**config.mk**
```make
export PLATFORM = sky130hd
export DESIGN_NAME = axis_byte_reverse
export DESIGN_NICKNAME = d
export VERILOG_FILES = /design/src/rtl/axis_byte_reverse.sv
export SDC_FILE = /design/constraint.sdc
export NUM_CORES = 1
export LEC_CHECK = 0
export ABC_CLOCK_PERIOD_IN_PS = 4600
export CORE_UTILIZATION = 45
export CTS_CLUSTER_DIAMETER = 60
export DETAILED_ROUTE_END_ITERATION = 8
export PLACE_DENSITY = 0.81
export SYNTH_ARGS = -nofsm -noshare
export SYNTH_HDL_FRONTEND = slang
export SYNTH_SLANG_ARGS = --single-unit
```
**constraint.sdc**
```tcl
create_clock -name core_clk -period 4.6 [get_ports core_clk]
set_clock_uncertainty 0.2 [all_clocks]
set_input_delay 0.46 -clock core_clk [delete_from_list [all_inputs] [get_ports core_clk]]
set_output_delay 0.46 -clock core_clk [all_outputs]
set_load 0.1 [all_outputs]
```
**src/rtl/axis_byte_reverse.sv**
```systemverilog
`default_nettype none
// ============================================================================
// Module      : axis_byte_reverse
// Description : AXI-Stream byte-lane reversal stage with a per-packet swap
//               mode and a two-entry skid buffer. Both output valid and
//               input ready come straight from flops.
//
//   Ports
//     core_clk    in   clock, rising edge
//     core_rst_n  in   asynchronous active-low reset
//     swap_en     in   1 = reverse byte lanes, sampled on each packet's first beat
//     in_tdata    in   input data, byte 0 = bits [7:0]
//     in_tkeep    in   input byte enables
//     in_tvalid   in   input beat valid
//     in_tready   out  input ready (registered)
//     in_tlast    in   last beat of input packet
//     out_tdata   out  output data
//     out_tkeep   out  output byte enables
//     out_tvalid  out  output beat valid (registered)
//     out_tready  in   downstream ready
//     out_tlast   out  last beat of output packet
//     keep_err    out  one-cycle pulse after a malformed-tkeep beat is accepted
//
// Revision    : 1.0 - initial release
// ============================================================================
module axis_byte_reverse #(
    parameter int DATA_BYTES = 8,
    parameter bit KEEP_CHECK = 1'b1
) (
    input  logic                      core_clk,
    input  logic                      core_rst_n,
    input  logic                      swap_en,
    input  logic [8*DATA_BYTES-1:0]   in_tdata,
    input  logic [DATA_BYTES-1:0]     in_tkeep,
    input  logic                      in_tvalid,
    output logic                      in_tready,
    input  logic                      in_tlast,
    output logic [8*DATA_BYTES-1:0]   out_tdata,
    output logic [DATA_BYTES-1:0]     out_tkeep,
    output logic                      out_tvalid,
    input  logic                      out_tready,
    output logic                      out_tlast,
    output logic                      keep_err
);

    localparam int                  c_DATA_W   = 8 * DATA_BYTES;
    localparam logic [DATA_BYTES-1:0] c_KEEP_ALL = {DATA_BYTES{1'b1}};
    localparam logic [DATA_BYTES:0]   c_ONE_EXT  = {{DATA_BYTES{1'b0}}, 1'b1};

    // ------------------------------------------------------------------
    // Registered state
    // ------------------------------------------------------------------
    logic [1:0]            count_q,      count_d;
    logic [c_DATA_W-1:0]   main_data_q,  main_data_d;
    logic [DATA_BYTES-1:0] main_keep_q,  main_keep_d;
    logic                  main_last_q,  main_last_d;
    logic [c_DATA_W-1:0]   skid_data_q,  skid_data_d;
    logic [DATA_BYTES-1:0] skid_keep_q,  skid_keep_d;
    logic                  skid_last_q,  skid_last_d;
    logic                  sop_q,        sop_d;
    logic                  mode_q,       mode_d;
    logic                  in_tready_q,  in_tready_d;
    logic                  out_tvalid_q, out_tvalid_d;
    logic                  keep_err_q,   keep_err_d;

    // ------------------------------------------------------------------
    // Combinational helpers
    // ------------------------------------------------------------------
    logic                  w_accept;
    logic                  w_pop;
    logic                  w_swap;
    logic                  w_keep_bad;
    logic [c_DATA_W-1:0]   w_rev_data;
    logic [DATA_BYTES-1:0] w_rev_keep;
    logic [c_DATA_W-1:0]   w_xf_data;
    logic [DATA_BYTES-1:0] w_xf_keep;

    assign w_accept = in_tvalid & in_tready_q;
    assign w_pop    = out_tvalid_q & out_tready;

    // The first beat of a packet uses the live swap_en; later beats use the
    // value captured on that first beat, so mid-packet toggles are ignored.
    assign w_swap = sop_q ? swap_en : mode_q;

    // Lane mirror: output lane i takes input lane DATA_BYTES-1-i.
    // With a single lane this degenerates to a straight wire.
    for (genvar gi = 0; gi < DATA_BYTES; gi++) begin : g_lane
        assign w_rev_data[8*gi +: 8] = in_tdata[8*(DATA_BYTES-1-gi) +: 8];
        assign w_rev_keep[gi]        = in_tkeep[DATA_BYTES-1-gi];
    end

    // Beats are transformed before storage so both buffer entries always
    // hold output-ready data.
    assign w_xf_data = w_swap ? w_rev_data : in_tdata;
    assign w_xf_keep = w_swap ? w_rev_keep : in_tkeep;

    // ------------------------------------------------------------------
    // tkeep sanity check (on the pre-swap keep)
    // ------------------------------------------------------------------
    if (KEEP_CHECK) begin : g_keep_chk
        logic [DATA_BYTES:0] w_keep_inc;
        logic                w_keep_contig;

        // A run of ones starting at bit 0 becomes a single higher one after
        // +1, so ANDing with the original leaves nothing behind.
        assign w_keep_inc    = {1'b0, in_tkeep} + c_ONE_EXT;
        assign w_keep_contig = ((in_tkeep & w_keep_inc[DATA_BYTES-1:0]) == '0);

        assign w_keep_bad = in_tlast ? ((in_tkeep == '0) || !w_keep_contig)
                                     : (in_tkeep != c_KEEP_ALL);
    end else begin : g_keep_off
        assign w_keep_bad = 1'b0;
    end

    // ------------------------------------------------------------------
    // Next-state logic
    // ------------------------------------------------------------------
    always_comb begin
        count_d     = count_q;
        main_data_d = main_data_q;
        main_keep_d = main_keep_q;
        main_last_d = main_last_q;
        skid_data_d = skid_data_q;
        skid_keep_d = skid_keep_q;
        skid_last_d = skid_last_q;
        sop_d       = sop_q;
        mode_d      = mode_q;
        keep_err_d  = 1'b0;

        case (count_q)
            2'd0: begin
                if (w_accept) begin
                    main_data_d = w_xf_data;
                    main_keep_d = w_xf_keep;
                    main_last_d = in_tlast;
                    count_d     = 2'd1;
                end
            end
            2'd1: begin
                if (w_accept && w_pop) begin
                    // Main drains and refills in the same cycle.
                    main_data_d = w_xf_data;
                    main_keep_d = w_xf_keep;
                    main_last_d = in_tlast;
                end else if (w_accept) begin
                    skid_data_d = w_xf_data;
                    skid_keep_d = w_xf_keep;
                    skid_last_d = in_tlast;
                    count_d     = 2'd2;
                end else if (w_pop) begin
                    count_d     = 2'd0;
                end
            end
            default: begin
                // Full: in_tready is low, so only a pop can happen here.
                if (w_pop) begin
                    main_data_d = skid_data_q;
                    main_keep_d = skid_keep_q;
                    main_last_d = skid_last_q;
                    count_d     = 2'd1;
                end
            end
        endcase

        if (w_accept) begin
            if (sop_q) begin
                mode_d = swap_en;
            end
            sop_d      = in_tlast;
            keep_err_d = w_keep_bad;
        end

        in_tready_d  = (count_d != 2'd2);
        out_tvalid_d = (count_d != 2'd0);
    end

    // ------------------------------------------------------------------
    // State registers
    // ------------------------------------------------------------------
    always_ff @(posedge core_clk or negedge core_rst_n) begin
        if (!core_rst_n) begin
            count_q      <= 2'd0;
            main_data_q  <= '0;
            main_keep_q  <= '0;
            main_last_q  <= 1'b0;
            skid_data_q  <= '0;
            skid_keep_q  <= '0;
            skid_last_q  <= 1'b0;
            sop_q        <= 1'b1;
            mode_q       <= 1'b0;
            in_tready_q  <= 1'b0;
            out_tvalid_q <= 1'b0;
            keep_err_q   <= 1'b0;
        end else begin
            count_q      <= count_d;
            main_data_q  <= main_data_d;
            main_keep_q  <= main_keep_d;
            main_last_q  <= main_last_d;
            skid_data_q  <= skid_data_d;
            skid_keep_q  <= skid_keep_d;
            skid_last_q  <= skid_last_d;
            sop_q        <= sop_d;
            mode_q       <= mode_d;
            in_tready_q  <= in_tready_d;
            out_tvalid_q <= out_tvalid_d;
            keep_err_q   <= keep_err_d;
        end
    end

    // ------------------------------------------------------------------
    // Outputs
    // ------------------------------------------------------------------
    assign in_tready  = in_tready_q;
    assign out_tvalid = out_tvalid_q;
    assign out_tdata  = main_data_q;
    assign out_tkeep  = main_keep_q;
    assign out_tlast  = main_last_q;
    assign keep_err   = keep_err_q;

endmodule
`default_nettype wire

```
## Yosys cells after proc, flatten, opt, wreduce, memory -nomap -nowiden

Cells that the tools add are included.

| storage, ports and cells | value |
|---|---|
| register bits after elaboration | 153 |
| input port bits | 78 |
| output and inout bits | 76 |
| logic and storage cells | 55 |

| operators by class | value |
|---|---|
| add/subtract/negate cells | 1 |
| equality and inequality tests | 5 |
| muxes and demuxes | 23 |
| bitwise gates (word level) | 4 |
| reduce and logical (&&, ||, !) cells | 10 |

Operators by type and width:

| cell | count |
|---|---|
| $mux W64 | 4 |
| $pmux W64 S2 | 1 |
| $mux W8 | 4 |
| $logic_not A8 Y1 | 2 |
| $pmux W8 S2 | 1 |
| $mux W2 | 5 |
| $add A8 B1 Y8 const B | 1 |
| $and A8 B8 Y8 | 1 |
| $ne A8 B8 Y1 const B | 1 |
| $mux W1 | 6 |
| $ne A2 B2 Y1 const B | 3 |
| $reduce_and A3 Y1 | 2 |
| $pmux W2 S2 | 1 |
| $reduce_bool A3 Y1 | 1 |
| $and A1 B1 Y1 | 2 |
| $eq A2 B1 Y1 const B | 1 |
| $logic_not A2 Y1 | 1 |
| $pmux W1 S2 | 1 |
| $reduce_bool A2 Y1 | 1 |
| $logic_and A1 B1 Y1 | 1 |
| $logic_not A1 Y1 | 1 |
| $logic_or A1 B1 Y1 | 1 |
| $not A1 Y1 | 1 |

## Longest topological paths before layout

| logic depth | value |
|---|---|
| depth after elaboration | 7 |
| mapped depth | 6 |
| depth with buffers taken out | 3 |

## Worst setup path after synthesis

OpenSTA, ideal clock, no wires.

| timing path | value |
|---|---|
| path kind | register to register |
| start | reg in_tready_q (netlist: in_tready) |
| end | reg main_data_q[0] (netlist: out_tdata[0]) |
| library setup time | 0.087 ns |
| arrival | 1.997 ns |
| required time | 4.313 ns |
| setup slack | 2.316 ns |
| stages on the path, launching flop included | 6 |
| buffers on the path | 2 |
| clock period less this slack | 2.284 ns |
| cell sequence | dfrtp_1 -> nand2_1 -> or3_1 -> buf_6 -> buf_6 -> o211ai_1 |

| between the ends | value |
|---|---|
| longest elaborated chain between the ends | 4 |
| elaborated cells between the ends (all ways) | 5 |
| those cells by class | eq/ne: 2; bitwise: 1; reduce/logical: 2 |

Ends and longest elaborated chain:

| element | RTL line | RTL |
|---|---|---|
| start: declaration | 62 | `logic in_tready_q, in_tready_d;` |
| start signal: assignment | 204 | `in_tready_q <= in_tready_d;` |
| $and A1 B1 Y1 (*) | 78 | `assign w_accept = in_tvalid & in_tready_q;` |
| $logic_and A1 B1 Y1 | 140 | `if (w_accept && w_pop) begin` |
| $ne A2 B2 Y1 (no source line) | -- |  |
| $reduce_and A3 Y1 (no source line) (*) | -- |  |
| end signal: assignment | 196 | `main_data_q <= main_data_d;` |
| end: declaration | 54 | `logic [c_DATA_W-1:0] main_data_q, main_data_d;` |

Mark *: on every way between the ends. The rest lies on a longest branch, timed or not.
A chain may end at the register's enable or synchronous reset.

## Worst setup path after layout

| timing path | value |
|---|---|
| start | reg count_q[1] |
| end | reg main_data_q[32] (netlist: out_tdata[32]) |

| between the ends | value |
|---|---|
| longest elaborated chain between the ends | 3 |
| elaborated cells between the ends (all ways) | 7 |
| those cells by class | eq/ne: 3; mux: 1; reduce/logical: 3 |

Ends and longest elaborated chain:

| element | RTL line | RTL |
|---|---|---|
| start: declaration | 53 | `logic [1:0] count_q, count_d;` |
| start signal: assignment | 195 | `count_q <= count_d;` |
| $eq A2 B1 Y1 or $logic_not A2 Y1 (tied branches) | 130 | `case (count_q)` |
| $ne A2 B2 Y1 (no source line) or $reduce_bool A3 Y1 (tied branches) | -- |  |
| $reduce_and A3 Y1 (no source line) | -- |  |

Parallel ways exist; a longest one is shown, timed or not.

==> results.toml <==
[timing]
finalHoldViolCount = 0
worst_pin_slew_ns = 1.09
rsz0062_at_grt = "no"
fin_setup_tns_ns = 0
max_clock_freq_mhz = 365
whs_ns = 0.311
fin_crit_sh_pct = 59.6
maxSlewViolCount = 0
fin_crit_ns = 2.74
setup_violations = 0
slew_headroom_pct = 27.5

[cells_and_area]
synthToLayoutAreaGrowth_pct = 30.3
stdcell_count = 1035
drive_gt1_share_pct = 6.59
mostFrequentLayoutCells = "clkdlybuf4s50_1, dfrtp_1, o21ai_0"
antennaDiodeCount = 0
fin_nets = 884
utilization_pct = 60.1
final_common_cell = "clkdlybuf4s50_1"

[global_route]
grt_pass1_wl_mm = 34.1
grt_pass1_vias = 6191
grt_remaining_overflow = 0
grt_usage_pct = 27.0
antenna_found_initial = 0
grt_max_degree = 140

[setup_path]
cp.required_ns = 4.74
slowest_stage = "a21oi_4"
crit_arrival_ns = 2.88
crit_path_max_fanout = 60
path_cells = "buf_4, a21oi_4, buf_12, o21ai_0, o211ai_1"
crit_family = "compound AO/OA/AOI/OAI gates"
critPathBufInv = 2
max_stage_delay_ns = 0.84
cp-end-kind = "flip-flop"
cp-start-kind = "flip-flop"
path_class = "reg -> reg"

[routing]
drt.antenna.violating_nets = 0
dr.pass1.iters = 6
vias = 6478
drc = 0
vias_per_cell = 6.26
dr.first_iter.drc_count = 588
wl_per_cell_um = 20.9
drt-total-wl_mm = 21.6

[logic_synthesis]
synth.yosys.seq_area_share_pct = 52.1
synth_area_um2 = 7350
async_flop_share_pct = 100
synthCells = 699
synth_edf_count = 0
yosys.cell_types.count = 26
synth_ff_type = "dfrtp_1"
synth_area_per_cell_um2 = 10.5
synth_warnings = 0
ys_seq_elements = 153
synth_fp_nets = 777

[clock_tree]
clk_pin_slew_ns = 0.06
cts_inserted_buffers = 17
cts_sinks = 153
cts_tree = "done"
root_buffer = "clkbuf_16"
htree_levels = 4
clk_latency_ns = 0.42
clockBufferDepth = 2

[min_path]
hp-class = "reg -> reg"

[flow_run]
cap_viol_max_count = 0

[floorplan]
fp.dieH_um = 130
dieArea_um2 = 16800
core_um2 = 15900
rows = 46
io_pins = 154
die_x_um = 130
start_util_pct = 46.1

[placed_design]
dp.cells = 1002
gp_congestion = 0.824
place_hpwl_mm = 13.7
io_buffers = 153

[outcome]
status = "finished, final reports clean"
-- cell usage after synthesis (2+ instances only) --
library cell  count  area share (%)
mux2i_1          74              10
nor2b_1           2            0.17
clkbuf_1         52             2.7
nor2_1            2            0.10
inv_1             2            0.10
o31ai_1          73             7.5
nand3_1          73             5.0
dfrtp_1         152              52
nand2_1           7            0.36
o211ai_1         72             7.4
buf_1             6            0.31
mux2_2            3            0.46
o21ai_0         147              10
a21oi_1           2            0.14
buf_6            15             2.3
buf_2             7            0.48
-- cells by family (layout without fill, tap and decap cells) --
logic type             count (synthesis)  after routing  share of synthesized area (%)
AO/OA/AOI/OAI                        298            298                           25.4
buffers and inverters                 83            203                           5.94
flip-flops                           153            153                           52.1
multiplexers                          77             77                           10.5
AND/OR/NAND/NOR                       88             88                           5.98
-- metrics by stage --
| step | instance area [um^2] | setup WS [ns] |
|---|---|---|
| 2_1_floorplan | 7350 | 2.32 |
| 3_3_place_gp | 8920 | 1.56 |
| 3_5_place_dp | 8920 | 1.54 |
| 4_1_cts | 9580 | 1.86 |
| 5_1_grt | 9580 | 1.68 |
| 6_report | 9580 | 1.86 |
-- worst register-to-register path, cell delays in order (launching register included) --
cell	delay [ns]
dfrtp_2	0.57
buf_4	0.43
a21oi_4	0.85
buf_12	0.32
o21ai_0	0.16
o211ai_1	0.14
-- cell type report --
type / instances / area, um^2
Fill cell: 1323 / 6370
Sequential cell: 153 / 3830
Multi-Input combinational cell: 463 / 3130
Timing Repair Buffer: 169 / 1690
Clock buffer: 24 / 482
Tap cell: 216 / 270
Clock inverter: 8 / 165
Inverter: 2 / 7.51
-- per-layer routing --
layer	up-vias	routed length, um	GRT usage, %
met5	-	0	0
met4	0	671	10.9
met3	43	2020	7.42
met2	344	10300	42.7
met1	3214	8620	35.0
li1	2877	-	-
-- flip-flops by register name, summed over array words and instances (netlist names) --
name / cells
count_q: 2
in_tready: 1
keep_err: 1
mode_q: 1
out_tdata: 64
out_tkeep: 8
out_tlast: 1
out_tvalid: 1
skid_data_q: 64
skid_keep_q: 8
skid_last_q: 1
sop_q: 1
-- path summary, 6_finish.rpt --
| kind | start | end | slack (ns) | cells after the start |
|---|---|---|---|---|
| worst max-delay path | count_q[1] | out_tdata[32] | 1.86 | 5 |
| worst min-delay path | skid_data_q[43] | skid_data_q[43] | 0.31 | 2 |
| worst max register to register | count_q[1] | out_tdata[32] | 1.86 | 5 |
| worst min register to register | skid_data_q[43] | skid_data_q[43] | 0.31 | 2 |
| max in group asynchronous | core_rst_n | out_tkeep[3] | 2.74 | 3 |
| min in group asynchronous | core_rst_n | out_tdata[5] | 0.45 | 2 |
-- repair_timing --
item / CTS / global route
endpoints found under the hold margin: 83 / 0
resized for setup: 0 / 0
hold buffers: 1 / 0
setup buffers: 0 / 0
Power is not shown: default switching activity piles up to over one toggle a cycle in this logic, so the estimate is an artifact.
